[config.mk]
export PLATFORM = sky130hd
export DESIGN_NAME = coproc_sample_sequencer
export DESIGN_NICKNAME = d
export VERILOG_FILES = /design/src/rtl/coproc_sample_sequencer.sv
export SDC_FILE = /design/constraint.sdc
export NUM_CORES = 1
export LEC_CHECK = 0
export CORE_MARGIN = 2
export CORE_UTILIZATION = 45
export DETAILED_ROUTE_END_ITERATION = 8
export HOLD_SLACK_MARGIN = 0.08
export PLACE_DENSITY = 0.77
export SETUP_SLACK_MARGIN = 0.3
export SLEW_MARGIN = 10
export SYNTH_ARGS = -nofsm -noshare
export SYNTH_HDL_FRONTEND = slang
export SYNTH_SLANG_ARGS = --single-unit
[constraint.sdc]
create_clock -name clk -period 2 [get_ports clk]
set_input_delay 0.4 -clock clk [delete_from_list [all_inputs] [get_ports clk]]
set_output_delay 0.4 -clock clk [all_outputs]
set_load 0.01 [all_outputs]
[src/rtl/coproc_sample_sequencer.sv]
// coproc_sample_sequencer: feeds T/dT samples to a coprocessor, waits for its result with a timeout, and queues results.
// Ports:
//   clk, rst_n                     - clock, asynchronous active-low reset
//   sample_valid/ready, sample_T,
//   sample_dT, sample_first        - sample input handshake (first requests a coprocessor INIT)
//   cp_start, cp_init, cp_T_in,
//   cp_dT_in                       - coprocessor command pulses and held operands
//   cp_valid, cp_G_out             - coprocessor done pulse and result
//   res_valid/ready, res_G,
//   res_timeout, res_range_err     - result output handshake
//   busy                           - sequencer not idle
//   stray_cnt                      - saturating count of cp_valid pulses outside WAIT
// Build option: define SEQ_RESULT_FIFO_EN for a 4-entry first-word-fall-through result FIFO;
// otherwise a single result register is used.
module coproc_sample_sequencer #(
    parameter int TIMEOUT_CYC = 32
) (
    input  logic              clk,
    input  logic              rst_n,
    input  logic              sample_valid,
    output logic              sample_ready,
    input  logic signed [7:0] sample_T,
    input  logic signed [7:0] sample_dT,
    input  logic              sample_first,
    output logic              cp_start,
    output logic              cp_init,
    output logic signed [7:0] cp_T_in,
    output logic signed [7:0] cp_dT_in,
    input  logic              cp_valid,
    input  logic        [7:0] cp_G_out,
    output logic              res_valid,
    input  logic              res_ready,
    output logic        [7:0] res_G,
    output logic              res_timeout,
    output logic              res_range_err,
    output logic              busy,
    output logic        [7:0] stray_cnt
);
    localparam int CW = $clog2(TIMEOUT_CYC + 1);

    typedef enum logic [2:0] {IDLE, INIT, START, WAIT, CAPTURE} state_t;

    state_t        state, state_nx;
    logic [CW-1:0] cnt;
    logic          accept, timeout_hit, full, push, pop;
    logic    [7:0] push_g;
    logic          push_to, push_re;

    assign accept       = sample_valid && sample_ready;
    assign sample_ready = (state == IDLE) && !full;
    // The timeout fires on the TIMEOUT_CYC-th WAIT cycle, unless cp_valid arrives in that same cycle.
    assign timeout_hit  = (cnt == CW'(TIMEOUT_CYC - 1));

    always_ff @(posedge clk or negedge rst_n)
        if (!rst_n) state <= IDLE;
        else        state <= state_nx;

    always_comb begin
        state_nx = state;
        case (state)
            IDLE:    if (accept) state_nx = sample_first ? INIT : START;
            INIT:    state_nx = START;
            START:   state_nx = WAIT;
            WAIT:    state_nx = cp_valid ? CAPTURE : (timeout_hit ? IDLE : WAIT);
            CAPTURE: state_nx = IDLE;
            default: state_nx = IDLE;
        endcase
    end

    always_comb begin
        cp_init = (state == INIT);
        cp_start = (state == START);
        busy = (state != IDLE);
        push = (state == CAPTURE) || (state == WAIT && !cp_valid && timeout_hit);
        push_to = (state == WAIT);
        push_re = (state == CAPTURE) && (cp_G_out > 8'd100);
        push_g = (state != CAPTURE) ? 8'd0 : (push_re ? 8'd100 : cp_G_out);
    end

    // Operands are only reloaded on acceptance, so they stay put for the whole transaction.
    always_ff @(posedge clk or negedge rst_n)
        if (!rst_n) begin
            cp_T_in  <= '0;
            cp_dT_in <= '0;
        end else if (accept) begin
            cp_T_in  <= sample_T;
            cp_dT_in <= sample_dT;
        end

    always_ff @(posedge clk or negedge rst_n)
        if (!rst_n)               cnt <= '0;
        else if (state == START)  cnt <= '0;
        else if (state == WAIT)   cnt <= cnt + CW'(1);

    always_ff @(posedge clk or negedge rst_n)
        if (!rst_n)                                           stray_cnt <= '0;
        else if (cp_valid && state != WAIT && stray_cnt != 8'hFF) stray_cnt <= stray_cnt + 8'd1;

    assign pop = res_valid && res_ready;

`ifdef SEQ_RESULT_FIFO_EN
    logic [9:0] mem [4];
    logic [1:0] rd, wr;
    logic [2:0] count;

    assign full      = (count == 3'd4);
    assign res_valid = (count != 3'd0);
    assign {res_G, res_timeout, res_range_err} = mem[rd];

    // Entries are cleared on reset so the fall-through head reads as zero when empty.
    always_ff @(posedge clk or negedge rst_n)
        if (!rst_n) begin
            for (int i = 0; i < 4; i++) mem[i] <= '0;
            rd    <= '0;
            wr    <= '0;
            count <= '0;
        end else begin
            if (push) begin
                mem[wr] <= {push_g, push_to, push_re};
                wr      <= wr + 2'd1;
            end
            if (pop) rd <= rd + 2'd1;
            count <= count + 3'(push) - 3'(pop);
        end
`else
    assign full = res_valid && !res_ready;

    // A push only happens into an empty or simultaneously-popped register, since acceptance required !full.
    always_ff @(posedge clk or negedge rst_n)
        if (!rst_n) begin
            res_valid     <= 1'b0;
            res_G         <= '0;
            res_timeout   <= 1'b0;
            res_range_err <= 1'b0;
        end else if (push) begin
            res_valid     <= 1'b1;
            res_G         <= push_g;
            res_timeout   <= push_to;
            res_range_err <= push_re;
        end else if (pop) begin
            res_valid     <= 1'b0;
        end
`endif

endmodule

# --- Word level (Yosys, flattened, before mapping) ---
# Cells that the tools add are included.
word_totals:
  romBits: 0
  in_bits: 30
  mem_bits_rw: 0
  mem_count: 0
  latchBits: 0
  out_inout_bits: 39
  ff_bits: 44
op_classes:
  shift: 0
  div_mod_pow: 0
  order_cmp: 1
  eq_ne: 9
  n_mul: 0
  muxes: 11
  bitwise: 0
  add_sub_neg: 2
  reduce_logical: 17
op_table:
  columns: ["operator", "n"]
  rows:
  - ["2-to-1 mux 8 bit", 2]
  - ["2-to-1 mux 6 bit", 2]
  - ["one-hot mux 3 bit (4 select lines)", 1]
  - ["logical AND 1 bit", 9]
  - ["adder 8 x 1 -> 8 bit, second input constant", 1]
  - ["> comparator 8 x 7 -> 1 bit, second input constant", 1]
  - ["!= test 8 bit, second input constant", 1]
  - ["adder 6 x 1 -> 6 bit, second input constant", 1]
  - ["== test 3 x 2 -> 1 bit, second input constant", 2]
  - ["== test 6 x 5 -> 1 bit, second input constant", 1]
  - ["2-to-1 mux 3 bit", 2]
  - ["2-to-1 mux 2 bit", 2]
  - ["nonzero test 2 bit", 2]
  - ["== test 3 x 1 -> 1 bit, second input constant", 1]
  - ["== test 3 bit, second input constant", 1]
  - ["zero test 1 bit", 3]
  - ["zero test 3 bit", 1]
  - ["!= test 3 x 2 -> 1 bit, second input constant", 1]
  - ["!= test 3 bit, second input constant", 1]
  - ["nonzero test 3 bit", 1]
  - ["2-to-1 mux 1 bit", 2]
  - ["!= test 2 bit, second input constant", 1]
  - ["logical OR 1 bit", 1]

# --- Depth between registers and ports, before layout ---
depth:
  ltp_word: 7
  depth_mapped: 6

# --- Least setup slack after synthesis ---
# OpenSTA, ideal clock, no wires.
synth_timing:
  path_type: "register -> register"
  startpoint: "register state[0]"
  endpoint: "register cp_T_in[0]"
  arrival_time_ns: 1.457
  stages_incl_launch_ff: 7
  setup_slack_ns: 0.417
  required_ns: 1.875
  synth_period_minus_slack_ns: 1.583
  cell_sequence: "dfrtp_1 buf_2 nor3_2 and3_1 buf_6 buf_12 mux2_4"
synth_between:
  elab_chain_cells: 3
synth_lines:
  columns: ["element", "line", "rtl"]
  rows:
  - ["from (decl)", "43", "state_t state, state_nx;"]
  - ["from (signal assigned)", "56", "else state <= state_nx;"]
  - ["zero test 3 bit", "50", "assign sample_ready = (state == IDLE) && !full;"]
  - ["logical AND 1 bit", "50", null]
  - ["logical AND 1 bit", "49", "assign accept = sample_valid && sample_ready;"]
  - ["to (signal assigned)", "86", "cp_T_in <= sample_T;"]
  - ["to (decl)", "27", "output logic signed [7:0] cp_T_in,"]
# No other way between the ends.
# A chain may end at the register's enable or synchronous reset.

# --- Worst setup path after layout ---
layout_timing:
  startpoint: "register state[0]"
  endpoint: "register res_G[3]"
layout_between:
  elab_chain_cells: 4
  word_cells_on_any_way: 9
layout_lines:
  columns: ["element", "line", "rtl"]
  rows:
  - ["== test 3 bit / == test 3 x 2 -> 1 bit (equally long branches)", "74, 76", null]
  - ["logical AND 1 bit, on equally long branches", "76, 74", null]
  - ["2-to-1 mux 8 bit / logical AND 1 bit (equally long branches)", "77, 74", null]
  - ["2-to-1 mux 8 bit / logical OR 1 bit (equally long branches)", "77, 74", null]
  - ["to (signal assigned)", "137", "res_G <= push_g;"]
  - ["to (decl)", "33", "output logic [7:0] res_G,"]
# Several ways; a longest one is shown, not always the timed one.

==> qor.txt <==
Worst Reg-to-Reg Cells: 6
DRT Pass-1 Iters: 4
fin worst setup slack: 0.310 ns
clock latency on the worst-skew pair: 0.30 ns
ANT cells: 0
gpl congestion: 0.742
layout cells sized above 1: 28.5%
Die ar.: 0.00492 sq mm
initial antenna violation count: 0
Power Total: 4270 uW
CTS Buffer Depth: 2
Post-Synth Adder-Cell Area: 1.27%
Post-Synthesis Cells: 159
worst r2r src: state[0]
kind of end point of the critical path: flop
Mapped Area: 0.00197 sq mm
XOR/XNOR Fraction of Synth Area: 3.12%
DR vias: 1,619
Total Routed Length: 4980 um
Setup violations, final: 0
Layout Cells excl Fill: 305
Worst path depth: 6
cts bufs inserted: 5
maxcap violations: 0
global route overflow: 0
critical-path cell list: buf_4 > buf_4 > nand3b_1 > nor4_4 > a21oi_2 > a22o_1
Die Wd: 70.1 um
CP peak stage delay: 0.43 ns
# fillers: 306
CP delay by family, top: compound AO/OA/AOI/OAI gates
reg-to-reg endpoint: res_G[3]
Yosys warning total: 0
Starting Density: 45.8%
Setup TNS Final: 0 ns
clock root cell: clkbuf_8
Worst R2R Setup Slack: 0.31 ns
dpl ws: -0.0223 ns
sequential share of the synthesized area: 56.0%
f_max: 592 MHz
dpl hpwl: 3400 um
clock-pin slew on the worst setup and hold paths: 0.08 ns
outcome: complete, no violations
clock sinks: 44
Synth Area in Simple Gates: 13.6%
fin crit period: 1.69 ns
Area Overhead vs Synth: 52.7%
post-synthesis compound-gate area fraction: 10.3%
CTS tree: yes
DRC viols: 0
Mapped Nets: 191
crit path DAT: 1.93 ns
final instance area: 0.00300 sq mm
vias in the first global route: 1,602
mux cell area share after synthesis: 12.7%
Slew Viols, Final: 0
placed cell area: 0.00273 sq mm
final period utilization: 84.5%
critical path type: reg -> reg
Ports: 69
Reg area: 0.00111 sq mm
vias per inst: 5.31
synthesized area per cell: 12.4 sq um
unrepaired setup endpoints after global routing: true
power density cells: 1420 mW/mm^2
Final Hold Vio Count: 0
Port Buf Inserts: 68
Multi-input gate area: 877 sq um
Core Footprint: 0.00429 sq mm
Die Ht: 70.1 um
Worst Max-Slew Pin Slew: 0.507 ns
Slew HR: 66.2%
crit start category: flop
Yosys reg bits: 44
first-pass GRT wire length: 7580 um
GRT Util Overall: 19.8%
CP Max Fanout: 10
remaining antenna violation count: 0
cell mode on critical path: buf_4
slowest cell on the critical path: dfrtp_2
Initial DRC Count: 112
HP Class: reg -> reg
largest net degree at the start of global routing: 24
CP required: 2.24 ns
skew final: 0.00671 ns
CP Launch Point: state[0]
crit path to: res_G[3]
WL/cell: 16.3 um
final-stage net count: 284
htree depth: 2
# rows: 24
Netlist cell types: 37
Leak: 0.00135 uW
Placed Instances: 283
main combinational cell family by area after synthesis: simple AND/OR/NAND/NOR gates
Peak VDD IR: 0.898 mV
Buf/Inv on CP: 2
-- synthesized netlist by cell type (all sizes together) --
master / n / area, sq um
nand2b: 3 / 18.8
ha: 2 / 25.0
o2bb2ai: 4 / 35.0
nand3b: 1 / 7.51
xnor2: 1 / 8.76
dfrtp: 44 / 1100
o211ai: 1 / 12.5
buf: 4 / 41.3
o21bai: 1 / 7.51
and3: 4 / 25.0
a21oi: 2 / 13.8
nand3: 11 / 55.1
a22o: 5 / 43.8
xor2: 6 / 52.6
a311o: 1 / 10.0
nor3: 7 / 40.0
o21ai: 5 / 25.0
a21o: 2 / 15.0
nand2: 8 / 30.0
a211oi: 1 / 7.51
and2: 3 / 18.8
mux2i: 2 / 20.0
nor2: 11 / 41.3
a31oi: 2 / 12.5
nor2b: 1 / 6.26
mux2: 17 / 229
inv: 5 / 18.8
or3: 1 / 6.26
nor4: 1 / 12.5
a32o: 2 / 20.0
nand4: 1 / 6.26
-- sequential cells by signal, summed over array words and instances (netlist names) --
signal	cells
cnt	6
cp_T_in	8
cp_dT_in	8
res_G	8
res_range_err	1
res_timeout	1
res_valid	1
state	3
stray_cnt	8
-- metrics by stage --
| stage | hold slack (ns) | utilization [%] |
|---|---|---|
| after CTS | 0.493 | 66.9 |
| after detailed placement | 0.398 | 63.5 |
| after global placement | 0.394 | 63.5 |
| after floorplan | 0.104 | - |
| after global routing | 0.524 | 69.9 |
| final | 0.487 | 69.9 |
-- kinds of logic (layout without fill, tap and decap cells) --
family | Yosys count | count (layout)
buf+inv | 9 | 103
xor+xnor | 7 | 7
mux | 19 | 19
compound gates | 26 | 26
fa+ha+maj | 2 | 2
simple gates | 52 | 52
flops | 44 | 44
-- area by class of cell --
type                            instances  share of cell area [%]
Sequential cell                        44                    37.0
Multi-Input combinational cell        106                    29.2
Timing Repair Buffer                   90                    28.1
Clock buffer                            5                    2.29
Tap cell                               52                    2.17
Clock inverter                          3                   0.625
Inverter                                5                   0.625
-- metal layers --
metal  global-route usage, %  part of all wire [%]  wire length, um
met1                    24.0                    41             2040
met2                    33.3                    53             2610
met3                    5.19                   3.5              176
met4                    8.33                   2.8              140
met5                       0                     0                0
-- timing repair --
item	4_1_cts	5_1_grt
setup buffers	5	8
hold buffers	1	0
gates cloned	0	0
pin swaps	1	2
endpoints found under the hold margin	14	0
setup endpoints to repair	10	35
gates resized for setup	23	19
-- worst min-delay path by stage --
stage                      start            to  slack, ns  cells after the start
floorplan                  rst_n        cnt[0]       0.10                      0
global placement           rst_n  stray_cnt[6]       0.39                      1
detailed placement         rst_n  stray_cnt[5]       0.40                      1
CTS                     res_G[7]      res_G[7]       0.49                      1
global route        stray_cnt[6]  stray_cnt[6]       0.52                      1
finish                  res_G[7]      res_G[7]       0.49                      1
-- placed cells by master, fill, tap and decap left out, types with 5 or more instances in the layout --
cell type,instances
a22o_1,5
xor2_1,6
nor2_1,9
dfrtp_1,37
mux2_4,10
inv_1,5
nand3_1,10
dfrtp_2,7
clkdlybuf4s50_1,63
buf_4,19
clkbuf_8,5
mux2_2,7
nand2_1,7
-- where the power goes --
part           switching, uW  leakage (uW)  total, uW  internal, uW
Sequential               321      0.000541       1600          1270
Combinational            850      0.000757       2130          1280
Clock                    297     0.0000479        540           243
Total                   1470       0.00135       4270          2800
No activity file was read; power rests on OpenSTA's default activity.
